[config.mk]
export PLATFORM = sky130hd
export DESIGN_NAME = ip_proto_dispatch_flat
export DESIGN_NICKNAME = d
export VERILOG_FILES = /design/src/rtl/ip_dispatch_pkg.sv /design/src/rtl/ip_proto_dispatch_if.sv /design/src/rtl/ip_dispatch_stats.sv /design/src/rtl/ip_proto_dispatch.sv /design/src/flat_wrapper.sv
export SDC_FILE = /design/constraint.sdc
export NUM_CORES = 1
export LEC_CHECK = 0
export ABC_CLOCK_PERIOD_IN_PS = 4850
export BUFFER_PORTS_ARGS = -buffer_cell sky130_fd_sc_hd__buf_2
export CAP_MARGIN = 0
export CELL_PAD_IN_SITES_DETAIL_PLACEMENT = 0
export CELL_PAD_IN_SITES_GLOBAL_PLACEMENT = 1
export CORE_MARGIN = 2
export CORE_UTILIZATION = 40
export DETAILED_ROUTE_END_ITERATION = 8
export PLACE_DENSITY = 0.77
export SYNTH_ARGS = -nofsm -noshare
export SYNTH_HDL_FRONTEND = slang
export SYNTH_SLANG_ARGS = --single-unit
[constraint.sdc]
create_clock -name i_clk -period 4.85 [get_ports i_clk]
set_input_delay 0.485 -clock i_clk [delete_from_list [all_inputs] [get_ports i_clk]]
set_output_delay 0.485 -clock i_clk [all_outputs]
set_load 0.01 [all_outputs]
[src/rtl/ip_dispatch_pkg.sv]
// Shared types and constants for the IP protocol dispatcher.
// State enum, map-entry layout, well-known protocol numbers.
package ip_dispatch_pkg;

  typedef enum logic [1:0] {
    IDLE,
    HDR,
    PAYLOAD,
    DROP
  } state_e;

  localparam logic [7:0] PROTO_ICMP = 8'h01;
  localparam logic [7:0] PROTO_TCP  = 8'h06;
  localparam logic [7:0] PROTO_UDP  = 8'h11;

  localparam int CNT_W = 32;

  typedef struct packed {
    logic       en;
    logic [7:0] proto;
    logic [2:0] port;
  } map_entry_t;

  function automatic int idx_w(input int n);
    return (n > 1) ? $clog2(n) : 1;
  endfunction

  function automatic logic [CNT_W-1:0] sat_inc(
    input logic [CNT_W-1:0] v,
    input logic             inc
  );
    return (inc && (v != '1)) ? v + CNT_W'(1) : v;
  endfunction

endpackage

[src/rtl/ip_proto_dispatch_if.sv]
// Header + payload bundle between the IP source and the protocol ports.
// slave is the dispatcher side, master is the surrounding fabric.
interface ip_proto_dispatch_if #(
  parameter int NUM_PORTS = 4
);
  logic                 s_hdr_valid;
  logic                 s_hdr_ready;
  logic [7:0]           s_ip_protocol;
  logic [31:0]          s_ip_source_ip;
  logic [15:0]          s_ip_length;
  logic [7:0]           s_tdata;
  logic                 s_tvalid;
  logic                 s_tready;
  logic                 s_tlast;
  logic                 s_tuser;

  logic [NUM_PORTS-1:0] m_hdr_valid;
  logic [NUM_PORTS-1:0] m_hdr_ready;
  logic [7:0]           m_ip_protocol;
  logic [31:0]          m_ip_source_ip;
  logic [15:0]          m_ip_length;
  logic [7:0]           m_tdata;
  logic                 m_tlast;
  logic                 m_tuser;
  logic [NUM_PORTS-1:0] m_tvalid;
  logic [NUM_PORTS-1:0] m_tready;

  modport slave (
    input  s_hdr_valid, s_ip_protocol, s_ip_source_ip, s_ip_length,
    input  s_tdata, s_tvalid, s_tlast, s_tuser,
    output s_hdr_ready, s_tready,
    output m_hdr_valid, m_ip_protocol, m_ip_source_ip, m_ip_length,
    output m_tdata, m_tlast, m_tuser, m_tvalid,
    input  m_hdr_ready, m_tready
  );

  modport master (
    output s_hdr_valid, s_ip_protocol, s_ip_source_ip, s_ip_length,
    output s_tdata, s_tvalid, s_tlast, s_tuser,
    input  s_hdr_ready, s_tready,
    input  m_hdr_valid, m_ip_protocol, m_ip_source_ip, m_ip_length,
    input  m_tdata, m_tlast, m_tuser, m_tvalid,
    output m_hdr_ready, m_tready
  );
endinterface

[src/rtl/ip_dispatch_stats.sv]
// Saturating per-port packet/error counters plus a drop counter.
// Counters load their next value every cycle; clear beats increment.
module ip_dispatch_stats
  import ip_dispatch_pkg::*;
#(
  parameter int NUM_PORTS = 4,
  parameter int SW        = 3
) (
  input  logic                 i_clk,
  input  logic                 i_rst_n,
  input  logic                 i_clr,
  input  logic [NUM_PORTS-1:0] i_pkt_inc,
  input  logic [NUM_PORTS-1:0] i_err_inc,
  input  logic                 i_drop_inc,
  input  logic [SW-1:0]        i_sel,
  output logic [CNT_W-1:0]     o_pkt,
  output logic [CNT_W-1:0]     o_err
);

  logic [NUM_PORTS-1:0][CNT_W-1:0] r_pkt, r_err;
  logic [NUM_PORTS-1:0][CNT_W-1:0] w_pkt_nxt, w_err_nxt;
  logic [CNT_W-1:0]                r_drop, w_drop_nxt;

  always_comb begin
    w_drop_nxt = i_clr ? '0 : sat_inc(r_drop, i_drop_inc);
    w_pkt_nxt  = '0;
    w_err_nxt  = '0;
    for (int i = 0; i < NUM_PORTS; i++) begin
      w_pkt_nxt[i] = i_clr ? '0 : sat_inc(r_pkt[i], i_pkt_inc[i]);
      w_err_nxt[i] = i_clr ? '0 : sat_inc(r_err[i], i_err_inc[i]);
    end
  end

  always_ff @(posedge i_clk or negedge i_rst_n) begin
    if (!i_rst_n) begin
      r_pkt  <= '0;
      r_err  <= '0;
      r_drop <= '0;
    end else begin
      r_pkt  <= w_pkt_nxt;
      r_err  <= w_err_nxt;
      r_drop <= w_drop_nxt;
    end
  end

  always_comb begin
    o_pkt = '0;
    o_err = '0;
    for (int i = 0; i < NUM_PORTS; i++) begin
      if (int'(i_sel) == i) begin
        o_pkt = r_pkt[i];
        o_err = r_err[i];
      end
    end
    if (int'(i_sel) == NUM_PORTS) o_pkt = r_drop;
  end

endmodule

[src/rtl/ip_proto_dispatch.sv]
// Routes each IP packet to the output port mapped to its protocol.
// Unmapped protocols are consumed and counted as drops.
module ip_proto_dispatch
  import ip_dispatch_pkg::*;
#(
  parameter  int NUM_PORTS   = 4,
  parameter  int MAP_ENTRIES = 4,
  parameter  int DATA_WIDTH  = 8,
  localparam int IW          = idx_w(MAP_ENTRIES),
  localparam int PW          = idx_w(NUM_PORTS),
  localparam int SW          = idx_w(NUM_PORTS + 1)
) (
  input  logic                    i_clk,
  input  logic                    i_rst_n,
  ip_proto_dispatch_if.slave      bus,
  input  logic                    cfg_we,
  input  logic [IW-1:0]           cfg_idx,
  input  logic [7:0]              cfg_proto,
  input  logic [PW-1:0]           cfg_port,
  input  logic                    cfg_en,
  input  logic [SW-1:0]           cnt_sel,
  input  logic                    cnt_clr,
  output logic [CNT_W-1:0]        cnt_pkt,
  output logic [CNT_W-1:0]        cnt_err
);

  if (DATA_WIDTH != 8) begin : g_dw_chk
    $error("ip_proto_dispatch: DATA_WIDTH must be 8");
  end

  state_e               r_state, w_state_nxt;
  map_entry_t           r_map [MAP_ENTRIES];
  logic [2:0]           r_port;
  logic [7:0]           r_proto;
  logic [31:0]          r_src;
  logic [15:0]          r_len;
  logic                 w_hit;
  logic [2:0]           w_port;
  logic                 w_hdr_acc;
  logic                 w_beat;
  logic [NUM_PORTS-1:0] w_oh;
  logic [NUM_PORTS-1:0] w_pkt_inc;

  // Descending scan so the lowest matching index has the last word.
  always_comb begin
    w_hit  = 1'b0;
    w_port = '0;
    for (int i = MAP_ENTRIES - 1; i >= 0; i--) begin
      if (r_map[i].en && r_map[i].proto == bus.s_ip_protocol &&
          int'(r_map[i].port) < NUM_PORTS) begin
        w_hit  = 1'b1;
        w_port = r_map[i].port;
      end
    end
  end

  always_ff @(posedge i_clk or negedge i_rst_n) begin
    if (!i_rst_n) begin
      for (int i = 0; i < MAP_ENTRIES; i++) r_map[i] <= '0;
    end else if (cfg_we && int'(cfg_idx) < MAP_ENTRIES) begin
      r_map[cfg_idx] <= '{en: cfg_en, proto: cfg_proto, port: 3'(cfg_port)};
    end
  end

  always_ff @(posedge i_clk or negedge i_rst_n) begin
    if (!i_rst_n) begin
      r_state <= IDLE;
      r_port  <= '0;
      r_proto <= '0;
      r_src   <= '0;
      r_len   <= '0;
    end else begin
      r_state <= w_state_nxt;
      if (w_hdr_acc) begin
        r_port  <= w_port;
        r_proto <= bus.s_ip_protocol;
        r_src   <= bus.s_ip_source_ip;
        r_len   <= bus.s_ip_length;
      end
    end
  end

  assign w_oh      = NUM_PORTS'(1) << r_port;
  assign w_hdr_acc = bus.s_hdr_valid && bus.s_hdr_ready;
  assign w_beat    = bus.s_tvalid && bus.s_tready;

  always_comb begin
    w_state_nxt     = r_state;
    bus.s_hdr_ready = 1'b0;
    bus.s_tready    = 1'b0;
    bus.m_hdr_valid = '0;
    bus.m_tvalid    = '0;
    unique case (r_state)
      IDLE: begin
        bus.s_hdr_ready = 1'b1;
        if (bus.s_hdr_valid) w_state_nxt = w_hit ? HDR : DROP;
      end
      HDR: begin
        bus.m_hdr_valid = w_oh;
        if (|(bus.m_hdr_ready & w_oh)) w_state_nxt = PAYLOAD;
      end
      PAYLOAD: begin
        bus.m_tvalid = w_oh & {NUM_PORTS{bus.s_tvalid}};
        bus.s_tready = |(bus.m_tready & w_oh);
        if (bus.s_tvalid && bus.s_tready && bus.s_tlast) w_state_nxt = IDLE;
      end
      DROP: begin
        bus.s_tready = 1'b1;
        if (bus.s_tvalid && bus.s_tlast) w_state_nxt = IDLE;
      end
      default: w_state_nxt = IDLE;
    endcase
  end

  assign bus.m_ip_protocol  = r_proto;
  assign bus.m_ip_source_ip = r_src;
  assign bus.m_ip_length    = r_len;
  assign bus.m_tdata        = bus.s_tdata;
  assign bus.m_tlast        = bus.s_tlast;
  assign bus.m_tuser        = bus.s_tuser;

  assign w_pkt_inc = (r_state == PAYLOAD && w_beat && bus.s_tlast) ?
                     w_oh : '0;

  ip_dispatch_stats #(
    .NUM_PORTS (NUM_PORTS),
    .SW        (SW)
  ) u_stats (
    .i_clk      (i_clk),
    .i_rst_n    (i_rst_n),
    .i_clr      (cnt_clr),
    .i_pkt_inc  (w_pkt_inc),
    .i_err_inc  (w_pkt_inc & {NUM_PORTS{bus.s_tuser}}),
    .i_drop_inc (w_hdr_acc && !w_hit),
    .i_sel      (cnt_sel),
    .o_pkt      (cnt_pkt),
    .o_err      (cnt_err)
  );

endmodule

[src/flat_wrapper.sv]
// flat-port wrapper written by rule: the top's interface ports become plain ports
module ip_proto_dispatch_flat import ip_dispatch_pkg::*;
#(
  parameter  int NUM_PORTS   = 4,
  parameter  int MAP_ENTRIES = 4,
  parameter  int DATA_WIDTH  = 8,
  localparam int IW          = idx_w(MAP_ENTRIES),
  localparam int PW          = idx_w(NUM_PORTS),
  localparam int SW          = idx_w(NUM_PORTS + 1)
)
  (i_clk, i_rst_n, cfg_we, cfg_idx, cfg_proto, cfg_port, cfg_en, cnt_sel, cnt_clr, cnt_pkt, cnt_err, bus_s_hdr_valid, bus_s_ip_protocol, bus_s_ip_source_ip, bus_s_ip_length, bus_s_tdata, bus_s_tvalid, bus_s_tlast, bus_s_tuser, bus_s_hdr_ready, bus_s_tready, bus_m_hdr_valid, bus_m_ip_protocol, bus_m_ip_source_ip, bus_m_ip_length, bus_m_tdata, bus_m_tlast, bus_m_tuser, bus_m_tvalid, bus_m_hdr_ready, bus_m_tready);
  ip_proto_dispatch_if #(.NUM_PORTS(NUM_PORTS)) bus_i ();
  input  logic i_clk;
  input  logic i_rst_n;
  input  logic cfg_we;
  input  logic [IW-1:0] cfg_idx;
  input  logic [7:0] cfg_proto;
  input  logic [PW-1:0] cfg_port;
  input  logic cfg_en;
  input  logic [SW-1:0] cnt_sel;
  input  logic cnt_clr;
  output logic [CNT_W-1:0] cnt_pkt;
  output logic [CNT_W-1:0] cnt_err;
  input wire logic [$bits(bus_i.s_hdr_valid)-1:0] bus_s_hdr_valid;
  input wire logic [$bits(bus_i.s_ip_protocol)-1:0] bus_s_ip_protocol;
  input wire logic [$bits(bus_i.s_ip_source_ip)-1:0] bus_s_ip_source_ip;
  input wire logic [$bits(bus_i.s_ip_length)-1:0] bus_s_ip_length;
  input wire logic [$bits(bus_i.s_tdata)-1:0] bus_s_tdata;
  input wire logic [$bits(bus_i.s_tvalid)-1:0] bus_s_tvalid;
  input wire logic [$bits(bus_i.s_tlast)-1:0] bus_s_tlast;
  input wire logic [$bits(bus_i.s_tuser)-1:0] bus_s_tuser;
  output wire logic [$bits(bus_i.s_hdr_ready)-1:0] bus_s_hdr_ready;
  output wire logic [$bits(bus_i.s_tready)-1:0] bus_s_tready;
  output wire logic [$bits(bus_i.m_hdr_valid)-1:0] bus_m_hdr_valid;
  output wire logic [$bits(bus_i.m_ip_protocol)-1:0] bus_m_ip_protocol;
  output wire logic [$bits(bus_i.m_ip_source_ip)-1:0] bus_m_ip_source_ip;
  output wire logic [$bits(bus_i.m_ip_length)-1:0] bus_m_ip_length;
  output wire logic [$bits(bus_i.m_tdata)-1:0] bus_m_tdata;
  output wire logic [$bits(bus_i.m_tlast)-1:0] bus_m_tlast;
  output wire logic [$bits(bus_i.m_tuser)-1:0] bus_m_tuser;
  output wire logic [$bits(bus_i.m_tvalid)-1:0] bus_m_tvalid;
  input wire logic [$bits(bus_i.m_hdr_ready)-1:0] bus_m_hdr_ready;
  input wire logic [$bits(bus_i.m_tready)-1:0] bus_m_tready;
  assign bus_i.s_hdr_valid = bus_s_hdr_valid;
  assign bus_i.s_ip_protocol = bus_s_ip_protocol;
  assign bus_i.s_ip_source_ip = bus_s_ip_source_ip;
  assign bus_i.s_ip_length = bus_s_ip_length;
  assign bus_i.s_tdata = bus_s_tdata;
  assign bus_i.s_tvalid = bus_s_tvalid;
  assign bus_i.s_tlast = bus_s_tlast;
  assign bus_i.s_tuser = bus_s_tuser;
  assign bus_s_hdr_ready = bus_i.s_hdr_ready;
  assign bus_s_tready = bus_i.s_tready;
  assign bus_m_hdr_valid = bus_i.m_hdr_valid;
  assign bus_m_ip_protocol = bus_i.m_ip_protocol;
  assign bus_m_ip_source_ip = bus_i.m_ip_source_ip;
  assign bus_m_ip_length = bus_i.m_ip_length;
  assign bus_m_tdata = bus_i.m_tdata;
  assign bus_m_tlast = bus_i.m_tlast;
  assign bus_m_tuser = bus_i.m_tuser;
  assign bus_m_tvalid = bus_i.m_tvalid;
  assign bus_i.m_hdr_ready = bus_m_hdr_ready;
  assign bus_i.m_tready = bus_m_tready;
  ip_proto_dispatch #(.NUM_PORTS(NUM_PORTS), .MAP_ENTRIES(MAP_ENTRIES), .DATA_WIDTH(DATA_WIDTH)) u_core (.i_clk(i_clk), .i_rst_n(i_rst_n), .bus(bus_i), .cfg_we(cfg_we), .cfg_idx(cfg_idx), .cfg_proto(cfg_proto), .cfg_port(cfg_port), .cfg_en(cfg_en), .cnt_sel(cnt_sel), .cnt_clr(cnt_clr), .cnt_pkt(cnt_pkt), .cnt_err(cnt_err));
endmodule
; Word level (Yosys, flattened, before mapping)
; Cells that the tools add are included.
[classes]
order_cmp = 6
n_eq_ne = 24
n_bitwise = 5
mux = 49
n_reduce_logical = 41
addsub = 9
n_shift = 1
[op_table]
columns = operator, n
row1 = 2-to-1 mux 32 bit, 27
row2 = adder 32 x 1 -> 32 bit (second input constant), 9
row3 = inequality test 32 bit (second input constant), 9
row4 = bitwise mux 48 bit, 1
row5 = equality test 8 bit, 4
row6 = logical AND 1 bit, 26
row7 = demux 12 bit (select 2 bit), 1
row8 = nonzero test 2 bit, 9
row9 = bitwise AND 4 bit, 4
row10 = < comparator 3 bit (second input constant), 4
row11 = 2-to-1 mux 12 bit, 1
row12 = 2-to-1 mux 3 bit, 4
row13 = 2-to-1 mux 4 bit, 3
row14 = 2-to-1 mux 2 bit, 5
row15 = equality test 3 bit (second input constant), 3
row16 = one-hot mux 2 bit (4 select lines), 1
row17 = OR reduction 4 bit, 2
row18 = inequality test 2 x 1 -> 1 bit (second input constant), 3
row19 = 2-to-1 mux 1 bit, 5
row20 = equality test 2 bit (second input constant), 2
row21 = AND reduction 4 bit, 1
row22 = left shift 1 x 3 -> 4 bit (first input constant), 1
row23 = equality test 3 x 2 -> 1 bit (second input constant), 1
row24 = >= comparator 3 bit (second input constant), 1
row25 = other kinds (8), 8
[totals]
ff_bits = 397
input_bits = 96
out_inout_bits = 140
wordCells = 161

; Logic depth before layout (Yosys ltp)
; Gate-level depths: netlist of the first run.
[depth]
ltp_word = 12
depth_mapped = 10
mapped_depth_nobuf = 7

; By module
; Synthesis of the first run repeated with hierarchy kept, for this count alone.
[hier_totals]
cells_unflattened = 2302
hier_area_um2 = 21903.5
[modules_own_cells]
columns = mod, seq_area_each_um2, area_each_um2, cells_per_inst, n_inst
row1 = ip_dispatch_stats, 7206.9, 17187.7, 1844, 1
row2 = ip_proto_dispatch, 2602.5, 4715.8, 458, 1

; Worst setup path after synthesis of the first run
; Ideal clock, no wire load.
[synth_path]
path_type = in2out
from = input cnt_sel[0]
to = output cnt_err[11]
arrival_ps = 1935
stages = 6
path_buffers = 3
path_slack_ps = 2430
path_cell_list = clkbuf_1 > buf_2 > nor3b_1 > clkbuf_1 > a22oi_1 > nand2_1
[synth_via]
elab_chain_len = 5
elab_cells_between_ends = 8
[synth_lines]
columns = item, line
row1 = from (decl), flat_wrapper.sv:20  ; input logic [SW-1:0] cnt_sel;
row2 = logical NOT 3 bit, ip_dispatch_stats.sv:50  ; if (int'(i_sel) == i) begin
row3 = 2-to-1 mux 32 bit (3 in series), ip_dispatch_stats.sv:50
row4 = 2-to-1 mux 32 bit (*), ip_dispatch_stats.sv:50
row5 = to (decl), flat_wrapper.sv:23  ; output logic [CNT_W-1:0] cnt_err;
; Every way passes the cells marked *; elsewhere a longest branch is shown, timed or not.

; Final worst setup path of the first run
[layout_path]
from = register u_core.u_stats.r_pkt[0] in the netlist's numbering
to = register u_core.u_stats.r_pkt[9] in the netlist's numbering
[layout_via]
elab_chain_len = 3
elab_cells_between_ends = 6
[layout_lines]
columns = item, line
row1 = from (decl), ip_dispatch_stats.sv:20  ; logic [NUM_PORTS-1:0][CNT_W-1:0] r_pkt, r_err;
row2 = from (signal assigned), ip_dispatch_stats.sv:40  ; r_pkt <= w_pkt_nxt;
row3 = adder 32 x 1 -> 32 bit / inequality test 32 bit (equally long branches), ip_dispatch_pkg.sv:32  ; return (inc && (v != '1)) ? v + CNT_W'(1) : v;
row4 = 2-to-1 mux 32 bit / logical AND 1 bit (equally long branches), ip_dispatch_pkg.sv:32
row5 = 2-to-1 mux 32 bit / nonzero test 2 bit (equally long branches), -
; Parallel ways exist; a longest one is shown, timed or not. The select of a mux whose other input is x is not followed.
; A chain may end at the register's enable or synchronous reset.

==> summary.txt, run 1 <==
Global route
  – GRT overflow: 0
  – Vias in the first global route: 17500
  – Largest net degree at the start of global routing: 135
  – First-pass GRT wire length: 98000 µm
  – Tot GR Track Use: 0.214
  – Initial antenna violation count: 1

Clock tree
  – Root Driver: clkbuf_16
  – H-Tree Depth: 2
  – CTS Sinks: 392
  – CTS buffer count: 46
  – CTS tree: yes
  – Worst-skew pair later-pin latency: 0.58 ns
  – Clock Pin Slew Worst Setup and Hold Paths: 0.06 ns
  – Clock buffer depth: 3

Power
  – Power per cell area: 340 nW/µm²
  – VDD IR max: 0.297 mV
  – Lkg Pwr: 10.4 nW

Min path
  – Hold Path Origin: bus_s_ip_length[7]
  – Hold depth: 2
  – HP Class: input port to flip-flop
  – Hold Path Sink: u_core.bus.m_ip_length[7]

STA
  – Max-slew headroom: 0.261
  – Hold WS: 0.141 ns
  – RSZ-0062 raised after global routing: false
  – Final Hold Vio Count: 0
  – Max Fclk: 330 MHz
  – Max-slew violations: 0
  – Fin crit period: 3.03 ns
  – Tightest Pin Transition: 1.11 ns
  – Setup TNS: 0 ns
  – Setup-failing EPs final: 0
  – Tcrit/Tclk final: 0.624
  – Skew final: 0.0108 ns

Flow run
  – Max Cap Viol: 0

Cells and area
  – Share of cells above drive strength 1: 0.214
  – Ant diodes: 0
  – Syn-to-layout area delta: 14.3%
  – Final nets: 2528
  – Fill cell count: 5186

Yosys
  – Number of synthesized flops with an enable pin: 0
  – Top_reg_cell synth: dfrtp_1
  – #FFs+latches synth: 392
  – Synthesized instance count: 2277
  – Library cells used by synthesis: 75
  – Synth Cell Area: 22300 µm²
  – Net Count, Synth: 2382
  – Syn Area/Cell: 9.78 µm²
  – Yosys warnings: 0
  – Sequential-to-total area share from yosys stat: 0.440
  – Asr flop ratio synth: 1.00

Placed design
  – Placer Congestion: 0.877
  – Hpwl dp: 43800 µm
  – Port bufs: 219

Floorplanning
  – Die span in y: 240 µm
  – Chip width: 240 µm
  – CORE AREA: 55100 µm²
  – Std cell rows: 86
  – Initial Util: 0.404
  – IO Pins: 236
  – Full die area: 57600 µm²

Setup path
  – CP Capture Type: flip-flop
  – R2r endpoint: u_core.u_stats.r_pkt[9]
  – Flop2flop setup slack: 1.82 ns
  – Startpoint class of the critical path: flip-flop
  – CP Cell Sequence: ha_1 -> nand2_1 -> or4_1 -> o31ai_4 -> nor3_1 -> xnor2_1 -> nor2_1
  – Max incr delay on CP: 0.99 ns
  – CP Class: flip-flop to flip-flop
  – WP data required: 5.27 ns
  – R2R depth: 7
  – Cell family with most CP delay: simple AND/OR/NAND/NOR gates
  – CP max stage cell: o31ai_4
  – Worst-path maximum fanout: 26
  – WP data arrival: 3.45 ns
  – RR Startpoint: u_core.u_stats.r_pkt[0]
  – Crit path buffers/inverters: 0

Drt
  – Final wirelength: 62100 µm
  – Initial DRT Pass Iterations: 5
  – Drt drc: 0
  – Post-DR wirelength/cell: 19.4 µm
  – Starting DRT DRC Count: 1509
  – Routed vias/inst: 5.70
  – Post-route ant nets: 0
  – Vias: 18200

Outcome
  – Status: completed
==> metal layers <==
layer  part of all wire  routed length [µm]  track usage  vias up
met5            0.00019                  12            0        -
met4              0.023                1400       0.0565        2
met3              0.074                4580       0.0432       92
met2               0.45               27800        0.330      639
met1               0.46               28300        0.307     9066
li1                   -                   -            -     8450
==> synth_stat cells (10+ instances only) <==
cell / n / share of area
and2_1: 21 / 0.0059
nand4_1: 89 / 0.025
or3_1: 54 / 0.015
clkbuf_1: 77 / 0.013
and4_1: 28 / 0.011
a21oi_1: 67 / 0.015
xnor2_1: 128 / 0.050
nor4_1: 37 / 0.010
inv_1: 59 / 0.0099
a22oi_1: 54 / 0.018
buf_4: 12 / 0.0040
nand2_1: 175 / 0.029
nor3_1: 76 / 0.017
o31ai_1: 20 / 0.0067
nor3b_1: 10 / 0.0034
nand3b_1: 11 / 0.0037
or4_1: 26 / 0.0088
and3_1: 51 / 0.014
dfrtp_1: 392 / 0.44
a211oi_1: 12 / 0.0040
nand3_1: 113 / 0.025
nor2_1: 248 / 0.042
buf_2: 31 / 0.0070
o21ai_0: 86 / 0.019
xor2_1: 87 / 0.034
nor2b_1: 33 / 0.0093
mux2_2: 122 / 0.062
mux4_2: 39 / 0.039
==> how the worst max path moves through the flow <==
stage                                  startpoint                        to  slack [ns]  cells past startpoint
after floorplan                        cnt_sel[0]               cnt_err[11]        2.43                      6
after global placement    u_core.u_stats.r_pkt[0]  u_core.u_stats.r_pkt[25]        1.86                      7
after detailed placement  u_core.u_stats.r_pkt[0]  u_core.u_stats.r_pkt[11]        1.81                      7
after CTS                 u_core.u_stats.r_pkt[0]   u_core.u_stats.r_pkt[9]        1.82                      7
after global routing      u_core.u_stats.r_pkt[1]   u_core.u_stats.r_pkt[7]        1.62                      7
final                     u_core.u_stats.r_pkt[0]   u_core.u_stats.r_pkt[9]        1.82                      7
==> cell families after synthesis <==
kind of cell / after synthesis / synth area share
DFF: 392 / 0.440
and+or+nand+nor: 1037 / 0.254
xor gates and xnor gates: 215 / 0.0846
buffers and inverters: 201 / 0.0403
AOI/OAI and AO/OA: 257 / 0.0726
muxes: 166 / 0.103
adders and majority gates: 9 / 0.00506
==> layout make-up <==
class | count | area [µm²] | area share
Sequential cell | 392 | 9810 | 0.385
Inverter | 59 | 221 | 0.00870
Clock buffer | 72 | 1420 | 0.0559
Tap cell | 748 | 936 | 0.0368
Timing Repair Buffer | 240 | 1330 | 0.0521
Clock inverter | 9 | 151 | 0.00595
Multi-Input combinational cell | 1684 | 11600 | 0.455
==> worst register-to-register path, delay by kind of cell, from the launching register on <==
kind / cells / cell delay, ns
flip-flops: 1 / 0.40
XOR/XNOR: 1 / 0.20
adder cells (fa/ha/maj): 1 / 0.21
AO/OA/AOI/OAI: 1 / 1.00
AND/OR/NAND/NOR: 4 / 1.07
==> stage by stage <==
step | cells | total power, W | area (µm²) | util | setup WS (ns)
2_1_floorplan | 2277 | 0.00460 | 22300 | - | 2.43
3_3_place_gp | 3122 | 0.00506 | 23900 | 0.433 | 1.86
3_5_place_dp | 3122 | 0.00511 | 23900 | 0.433 | 1.81
4_1_cts | 3204 | 0.00876 | 25500 | 0.462 | 1.82
5_1_grt | 3204 | 0.00905 | 25500 | 0.462 | 1.62
6_report | 3204 | 0.00864 | 25500 | 0.462 | 1.82
==> registers in the layout (all words and copies together) (netlist names) <==
signal	count
u_core.bus.m_ip_length	16
u_core.bus.m_ip_protocol	8
u_core.bus.m_ip_source_ip	32
u_core.r_map	44
u_core.r_port	2
u_core.r_state	2
u_core.u_stats.r_drop	32
u_core.u_stats.r_err	128
u_core.u_stats.r_pkt	128
==> cells in the final DEF (no fill, tap or decap), types with 7 or more instances in the layout <==
master,n
dfrtp_1,392
nor2_1,248
buf_2,217
nand2_1,175
xnor2_1,128
mux2_2,122
nand3_1,113
nand4_1,89
xor2_1,87
o21ai_0,86
nor3_1,75
a21oi_1,67
inv_1,59
a22oi_1,54
or3_1,54
and3_1,51
clkbuf_16,49
mux4_2,39
nor4_1,37
nor2b_1,33
and4_1,28
or4_1,26
and2_1,20
o31ai_1,20
buf_4,16
a211oi_1,12
clkbuf_1,12
nand3b_1,11
clkbuf_8,11
ha_1,9
nor3b_1,7
nor4b_1,7
==> power breakdown <==
group | internal (W) | switching, W
logic | 0.000589 | 0.000659
registers | 0.00360 | 0.000185
clock network | 0.00222 | 0.00140
total | 0.00640 | 0.00224
==> what timing repair did <==
| action | 4_1_cts | 5_1_grt |
|---|---|---|
| hold endpoints to repair | 2 | 0 |
| hold buffers | 1 | 0 |
| gates resized for setup | 0 | 0 |
| setup endpoints to repair | 0 | 0 |
| setup buffers | 0 | 0 |
No activity file was read; power rests on OpenSTA's default activity.
==> run 2: changes to the inputs <==
--- a/config.mk
+++ b/config.mk
@@ -5,7 +5,7 @@
 export SDC_FILE = /design/constraint.sdc
 export NUM_CORES = 1
 export LEC_CHECK = 0
-export ABC_CLOCK_PERIOD_IN_PS = 4850
+export ABC_CLOCK_PERIOD_IN_PS = 2900
 export BUFFER_PORTS_ARGS = -buffer_cell sky130_fd_sc_hd__buf_2
 export CAP_MARGIN = 0
 export CELL_PAD_IN_SITES_DETAIL_PLACEMENT = 0
==> constraint.sdc (replaced) <==
create_clock -name i_clk -period 2.9 [get_ports i_clk]
set_input_delay 0.29 -clock i_clk [delete_from_list [all_inputs] [get_ports i_clk]]
set_output_delay 0.29 -clock i_clk [all_outputs]
set_load 0.01 [all_outputs]
==> summary.txt, run 2 (synthesis gave the netlist of run 1 again) <==
Global route
  – First-pass GRT wire length: 101000 µm (+3.4%)
  – Tot GR Track Use: 0.222 (+0.00834)
  – Initial antenna violation count: 0 (-1)
  – Largest net degree at the start of global routing: 72 (-47%)
  – Vias in the first global route: 18000 (+3.0%)
  – GRT overflow: 0 (unchanged)

Drt
  – Routed vias/inst: 5.65 (-0.78%)
  – Drt drc: 0 (unchanged)
  – Starting DRT DRC Count: 1556 (+3.1%)
  – Post-DR wirelength/cell: 19.4 µm (+0.34%)
  – Vias: 18700 (+2.4%)
  – Post-route ant nets: 0 (unchanged)
  – Final wirelength: 64300 µm (+3.5%)
  – Initial DRT Pass Iterations: 7 (+2)

Setup path
  – CP Capture Type: flip-flop
  – WP data arrival: 2.99 ns (-0.46 ns)
  – CP Class: flip-flop to flip-flop
  – Worst-path maximum fanout: 19 (-27%)
  – R2R depth: 6 (-1)
  – WP data required: 3.35 ns (-1.92 ns)
  – Startpoint class of the critical path: flip-flop
  – RR Startpoint: u_core.u_stats.r_pkt[70]
  – R2r endpoint: u_core.u_stats.r_pkt[91]
  – Flop2flop setup slack: 0.36 ns (-1.47 ns)

Cells and area
  – Commonest non-fill, non-tap cell in the layout: dfrtp_1
  – Final nets: 2633 (+4.2%)
  – Fin area: 26500 µm² (+4.0%)
  – Most frequent cells in the layout: 392 x dfrtp_1, 248 x nor2_1, 217 x buf_2
  – Util after Layout: 0.480 (+0.0183)
  – Fill cell count: 5187 (+0.019%)
  – Share of cells above drive strength 1: 0.222 (+0.00827)
  – Top flop regs: u_core.u_stats.r_err (128), u_core.u_stats.r_pkt (128), u_core.r_map (44)
  – Syn-to-layout area delta: 18.8%
  – Ant diodes: 0 (unchanged)

Clock tree
  – Root Driver: clkbuf_16
  – CTS tree: yes
  – Setup Fix Bufs, Post-CTS: 0 (unchanged)
  – CTS buffer count: 46 (unchanged)
  – Clock Pin Slew Worst Setup and Hold Paths: 0.06 ns (about the same)
  – Clock buffer depth: 3 (unchanged)
  – Worst-skew pair later-pin latency: 0.57 ns (about the same)
  – CTS Sinks: 392 (unchanged)
  – H-Tree Depth: 2 (unchanged)

Placed design
  – Placer Congestion: 0.915 (+4.4%)
  – Hpwl dp: 45800 µm (+4.6%)
  – DP Area: 24300 µm² (+1.8%)
  – Dpl ws: 0.162 ns (-1.65 ns)
  – Port bufs: 219 (unchanged)

STA
  – Max-slew headroom: 0.432 (+0.171)
  – Fin crit period: 2.54 ns (-0.482 ns)
  – Worst Setup Slack, final: 0.356 ns (-1.47 ns)
  – Final Hold Vio Count: 0 (unchanged)
  – RSZ-0062 raised after global routing: false
  – Max Fclk: 393 MHz (+19%)
  – Tcrit/Tclk final: 0.877 (+0.253)
  – Max-slew violations: 0 (unchanged)
  – Setup TNS: 0 ns (unchanged)
  – Setup-failing EPs final: 0 (unchanged)
  – Hold WS: 0.0366 ns (-0.104 ns)
  – Skew final: 0.0149 ns (+0.00413 ns)
  – Tightest Pin Transition: 0.849 ns (-0.260 ns)

Floorplanning
  – Full die area: 57600 µm² (unchanged)
  – CORE AREA: 55100 µm² (unchanged)
  – Std cell rows: 86 (unchanged)
  – Chip width: 240 µm (unchanged)
  – Initial Util: 0.404 (unchanged)
  – IO Pins: 236 (unchanged)
  – Die span in y: 240 µm (unchanged)

Min path
  – Hold Path Origin: cfg_proto[2]
  – Hold depth: 2 (unchanged)
  – HP Class: input port to flip-flop
  – Hold Path Sink: u_core.r_map[29]

Power
  – VDD IR max: 0.540 mV (+81%)
  – Lkg Pwr: 10.9 nW (+4.6%)
  – Power per cell area: 553 nW/µm² (+63%)

Flow run
  – Max Cap Viol: 0 (unchanged)

Outcome
  – Status: completed
==> run 2: changes by cell type in the layout (fill, tap and decap cells not counted), sizes merged <==
cell         previous run  this run
clkinvlp                1         3
bufinv                  4         5
dlygate4sd3             1        62
buf                   239       283
clkinv                  4         3
clkbuf                 72        67
==> run 2: final cells by class <==
class,instances,area [µm²],share of cell area
flip-flops and latches,392,9810,0.371
clock buffers,67,1360,0.0515
multi-input cells,1684,11600,0.438
clock inverters,11,188,0.00709
inverters,59,221,0.00837
well taps,748,936,0.0354
repair buffers,345,2350,0.0890
==> run 2: metal layers <==
metal	routed length, µm	vias to the layer above	global-route usage
li1	-	8643	-
met1	29600	9284	0.329
met2	29100	674	0.345
met3	4200	82	0.0277
met4	1360	0	0.0587
met5	0	-	0
==> run 2: per-stage QoR <==
step	std cells	total power, W
2_1_floorplan	2277	0.00769
3_3_place_gp	3166	0.00855
4_1_cts	3306	0.0148
6_report	3306	0.0146
5_1_grt	3306	0.0153
3_5_place_dp	3166	0.00864
==> run 2: what timing repair did <==
action / CTS / global route
resized for setup: 0 / 1
endpoints found under the hold margin: 148 / 0
hold buffers: 62 / 0
setup endpoints to repair: 0 / 8
==> run 2: critical path, stage by stage (launching register included) <==
cell and delay, ns:
dfrtp_1 0.45, and4_1 0.32, nand3_1 0.31, nor2_4 0.31, a21o_1 0.56, nor3_1 0.16
mux2_2 0.30
==> run 2: power by group <==
group          internal (W)  switching [W]
logic               0.00110        0.00118
registers           0.00602       0.000302
clock network       0.00368        0.00235
==> run 2: how the worst max path moves through the flow <==
stage	start	endpoint	slack, ns	cells after the start
floorplan	u_core.r_state[0]	u_core.u_stats.r_err[29]	0.72	8
global placement	u_core.r_state[1]	u_core.u_stats.r_pkt[89]	0.23	5
detailed placement	u_core.r_state[1]	u_core.u_stats.r_err[62]	0.16	5
CTS	u_core.r_state[1]	u_core.u_stats.r_pkt[93]	0.15	5
global route	u_core.u_stats.r_pkt[70]	u_core.u_stats.r_pkt[91]	0.13	6
finish	u_core.u_stats.r_pkt[70]	u_core.u_stats.r_pkt[91]	0.36	6
==> run 3: changes to the inputs <==
--- a/config.mk
+++ b/config.mk
@@ -6,12 +6,13 @@
 export NUM_CORES = 1
 export LEC_CHECK = 0
 export ABC_CLOCK_PERIOD_IN_PS = 2900
-export BUFFER_PORTS_ARGS = -buffer_cell sky130_fd_sc_hd__buf_2
+export BUFFER_PORTS_ARGS = -buffer_cell sky130_fd_sc_hd__buf_4
 export CAP_MARGIN = 0
 export CELL_PAD_IN_SITES_DETAIL_PLACEMENT = 0
 export CELL_PAD_IN_SITES_GLOBAL_PLACEMENT = 1
 export CORE_MARGIN = 2
 export CORE_UTILIZATION = 40
+export CTS_CLUSTER_DIAMETER = 100
 export DETAILED_ROUTE_END_ITERATION = 8
 export PLACE_DENSITY = 0.77
 export SYNTH_ARGS = -nofsm -noshare
==> summary.txt, run 3 (synthesis gave the netlist of run 1 again) <==
Cells and area
  – Area taken by multi-input logic gates: 11600 µm² (about the same)
  – Fill cell count: 5090 (-1.9%)
  – Share of cells above drive strength 1: 0.221 (-0.00178)
  – Non-filler instance count after layout: 3313 (+0.21%)
  – Final nets: 2637 (+0.15%)
  – Commonest non-fill, non-tap cell in the layout: dfrtp_1
  – Top flop regs: u_core.u_stats.r_err (128), u_core.u_stats.r_pkt (128), u_core.r_map (44)
  – Most frequent cells in the layout: 392 x dfrtp_1, 263 x buf_4, 248 x nor2_1
  – Ant diodes: 0 (unchanged)
  – Syn-to-layout area delta: 21.5%
  – Sequential cell area: 9810 µm² (unchanged)

Placed design
  – Dpl ws: 0.193 ns (+0.0308 ns)
  – Hpwl dp: 45600 µm (-0.61%)
  – Placed Cells: 3159 (-0.22%)
  – Port bufs: 219 (unchanged)
  – Placer Congestion: 0.874 (-4.5%)

Power
  – Clock power share: 0.404 (-0.008)
  – Cell Int Power: 0.0110 W (+2.3%)
  – Switching Share: 0.260 (-0.00159)
  – Lkg Pwr: 11.0 nW (+1.3%)
  – VDD IR max: 0.540 mV (+0.16%)
  – Sequential power share: 0.425 (-0.007)
  – Power per cell area: 552 nW/µm² (-0.18%)
  – Proportion of power drawn by combinational gates: 0.171 (+0.015)
  – Sw power: 0.00389 W (+1.5%)

STA
  – Setup TNS: 0 ns (unchanged)
  – RSZ-0062 raised after global routing: false
  – Tightest Pin Transition: 0.923 ns (+0.0738 ns)
  – Setup-failing EPs final: 0 (unchanged)
  – Max-slew violations: 0 (unchanged)
  – Final Hold Vio Count: 0 (unchanged)
  – Skew final: 0.0162 ns (+0.00123 ns)
  – Max Fclk: 362 MHz (-8.0%)
  – Max-slew headroom: 0.382 (-0.0494)
  – Fin crit period: 2.76 ns (+0.220 ns)
  – Worst Setup Slack, final: 0.135 ns (-0.220 ns)
  – Tcrit/Tclk final: 0.953 (+0.0760)

Min path
  – HP Class: input port to flip-flop

Clock tree
  – H-Tree Depth: 2 (unchanged)
  – Clock Pin Slew Worst Setup and Hold Paths: 0.06 ns (about the same)
  – CTS tree: yes
  – Worst-skew pair later-pin latency: 0.58 ns (about the same)
  – CTS Sinks: 392 (unchanged)
  – Root Driver: clkbuf_16
  – Clock buffer depth: 3 (unchanged)
  – CTS buffer count: 48 (+4.3%)

Setup path
  – R2R depth: 5 (-1)
  – CP Class: flip-flop to flip-flop
  – Crit path to: u_core.u_stats.r_pkt[95]
  – WP data arrival: 3.23 ns (+0.24 ns)
  – Crit. Startpoint: u_core.r_state[1]
  – Worst-path maximum fanout: 19 (unchanged)
  – R2r endpoint: u_core.u_stats.r_pkt[95]
  – WP data required: 3.36 ns (about the same)
  – CP Capture Type: flip-flop
  – Flop2flop setup slack: 0.14 ns (-0.22 ns)
  – Startpoint class of the critical path: flip-flop
  – RR Startpoint: u_core.r_state[1]

Floorplanning
  – CORE AREA: 55100 µm² (unchanged)
  – IO Pins: 236 (unchanged)
  – Initial Util: 0.404 (unchanged)
  – Chip width: 240 µm (unchanged)
  – Full die area: 57600 µm² (unchanged)
  – Die span in y: 240 µm (unchanged)
  – Std cell rows: 86 (unchanged)

Global route
  – Tot GR Track Use: 0.224 (+0.00142)
  – GRT overflow: 0 (unchanged)
  – Largest net degree at the start of global routing: 89 (+24%)
  – Vias in the first global route: 18100 (+0.72%)
  – Initial antenna violation count: 1 (+1)
  – First-pass GRT wire length: 102000 µm (+0.63%)

Drt
  – Vias: 18600 (-0.42%)
  – Drt drc: 0 (unchanged)
  – Post-route ant nets: 0 (unchanged)
  – Post-DR wirelength/cell: 19.6 µm (+0.69%)
  – Final wirelength: 64800 µm (+0.91%)
  – Routed vias/inst: 5.62 (-0.63%)
  – Initial DRT Pass Iterations: 5 (-2)
  – Starting DRT DRC Count: 1903 (+22%)

Outcome
  – Status: completed

Flow run
  – Max Cap Viol: 0 (unchanged)
run 3: cell types whose count changed in the layout (fill, tap and decap cells not counted), moves of 2 or more:
| cell | delta |
|---|---|
| buf_2 | -217 |
| dlygate4sd3_1 | +9 |
| clkbuf_8 | +6 |
| clkinvlp_4 | -3 |
| clkinv_2 | +4 |
| bufinv_16 | -2 |
| buf_4 | +210 |
run 3: area by class of cell:
type | count | share of cell area
Inverter | 59 | 0.00818
Clock buffer | 73 | 0.0535
Clock inverter | 10 | 0.00462
Tap cell | 748 | 0.0346
Multi-Input combinational cell | 1684 | 0.428
Timing Repair Buffer | 347 | 0.108
Sequential cell | 392 | 0.363
run 3: power groups by stage:
stage               logic, W  clock network [W]  registers [W]
floorplan            0.00114                  0        0.00656
global placement     0.00244                  0        0.00639
detailed placement   0.00249                  0        0.00643
CTS                  0.00258            0.00621        0.00634
global route         0.00278            0.00643        0.00640
finish               0.00255            0.00604        0.00634
run 3: worst min path at each step:
stage / cells after the start / end / from / slack (ns)
after floorplan: 0 / u_core.bus.m_ip_length[0] / i_rst_n / -0.006
after global placement: 1 / u_core.bus.m_ip_protocol[0] / i_rst_n / 0.28
after detailed placement: 1 / u_core.bus.m_ip_protocol[0] / i_rst_n / 0.29
after CTS: 2 / u_core.u_stats.r_pkt[36] / cnt_clr / 0.02
after global routing: 2 / u_core.u_stats.r_pkt[36] / cnt_clr / 0.04
final: 2 / u_core.u_stats.r_pkt[35] / cnt_clr / 0.05
run 3: repair_timing:
item	CTS	global route
hold endpoints to repair	161	0
gates resized for setup	0	0
hold buffers	71	0
buffers inserted	0	0
run 3: critical path, stage by stage (launching register included):
cell     delay, ns
dfrtp_1       0.48
and4b_1       0.70
nand2_2       0.28
a21o_1        0.46
nor4_1        0.35
mux2_2        0.37
run 3: layer usage:
layer	vias to the layer above	wire length, µm	GRT usage
met4	0	1300	0.0555
met2	623	29500	0.350
met3	82	4630	0.0409
li1	8659	-	-
met5	-	0	0
met1	9240	29400	0.321
run 3: metrics by stage:
stage,hold slack (ns),area [µm²],util,power [W]
after floorplan,-0.00559,22300,-,0.00769
after global placement,0.285,24800,0.450,0.00883
after detailed placement,0.293,24800,0.450,0.00892
after CTS,0.0225,27100,0.491,0.0151
after global routing,0.0427,27100,0.491,0.0156
final,0.0464,27100,0.491,0.0149
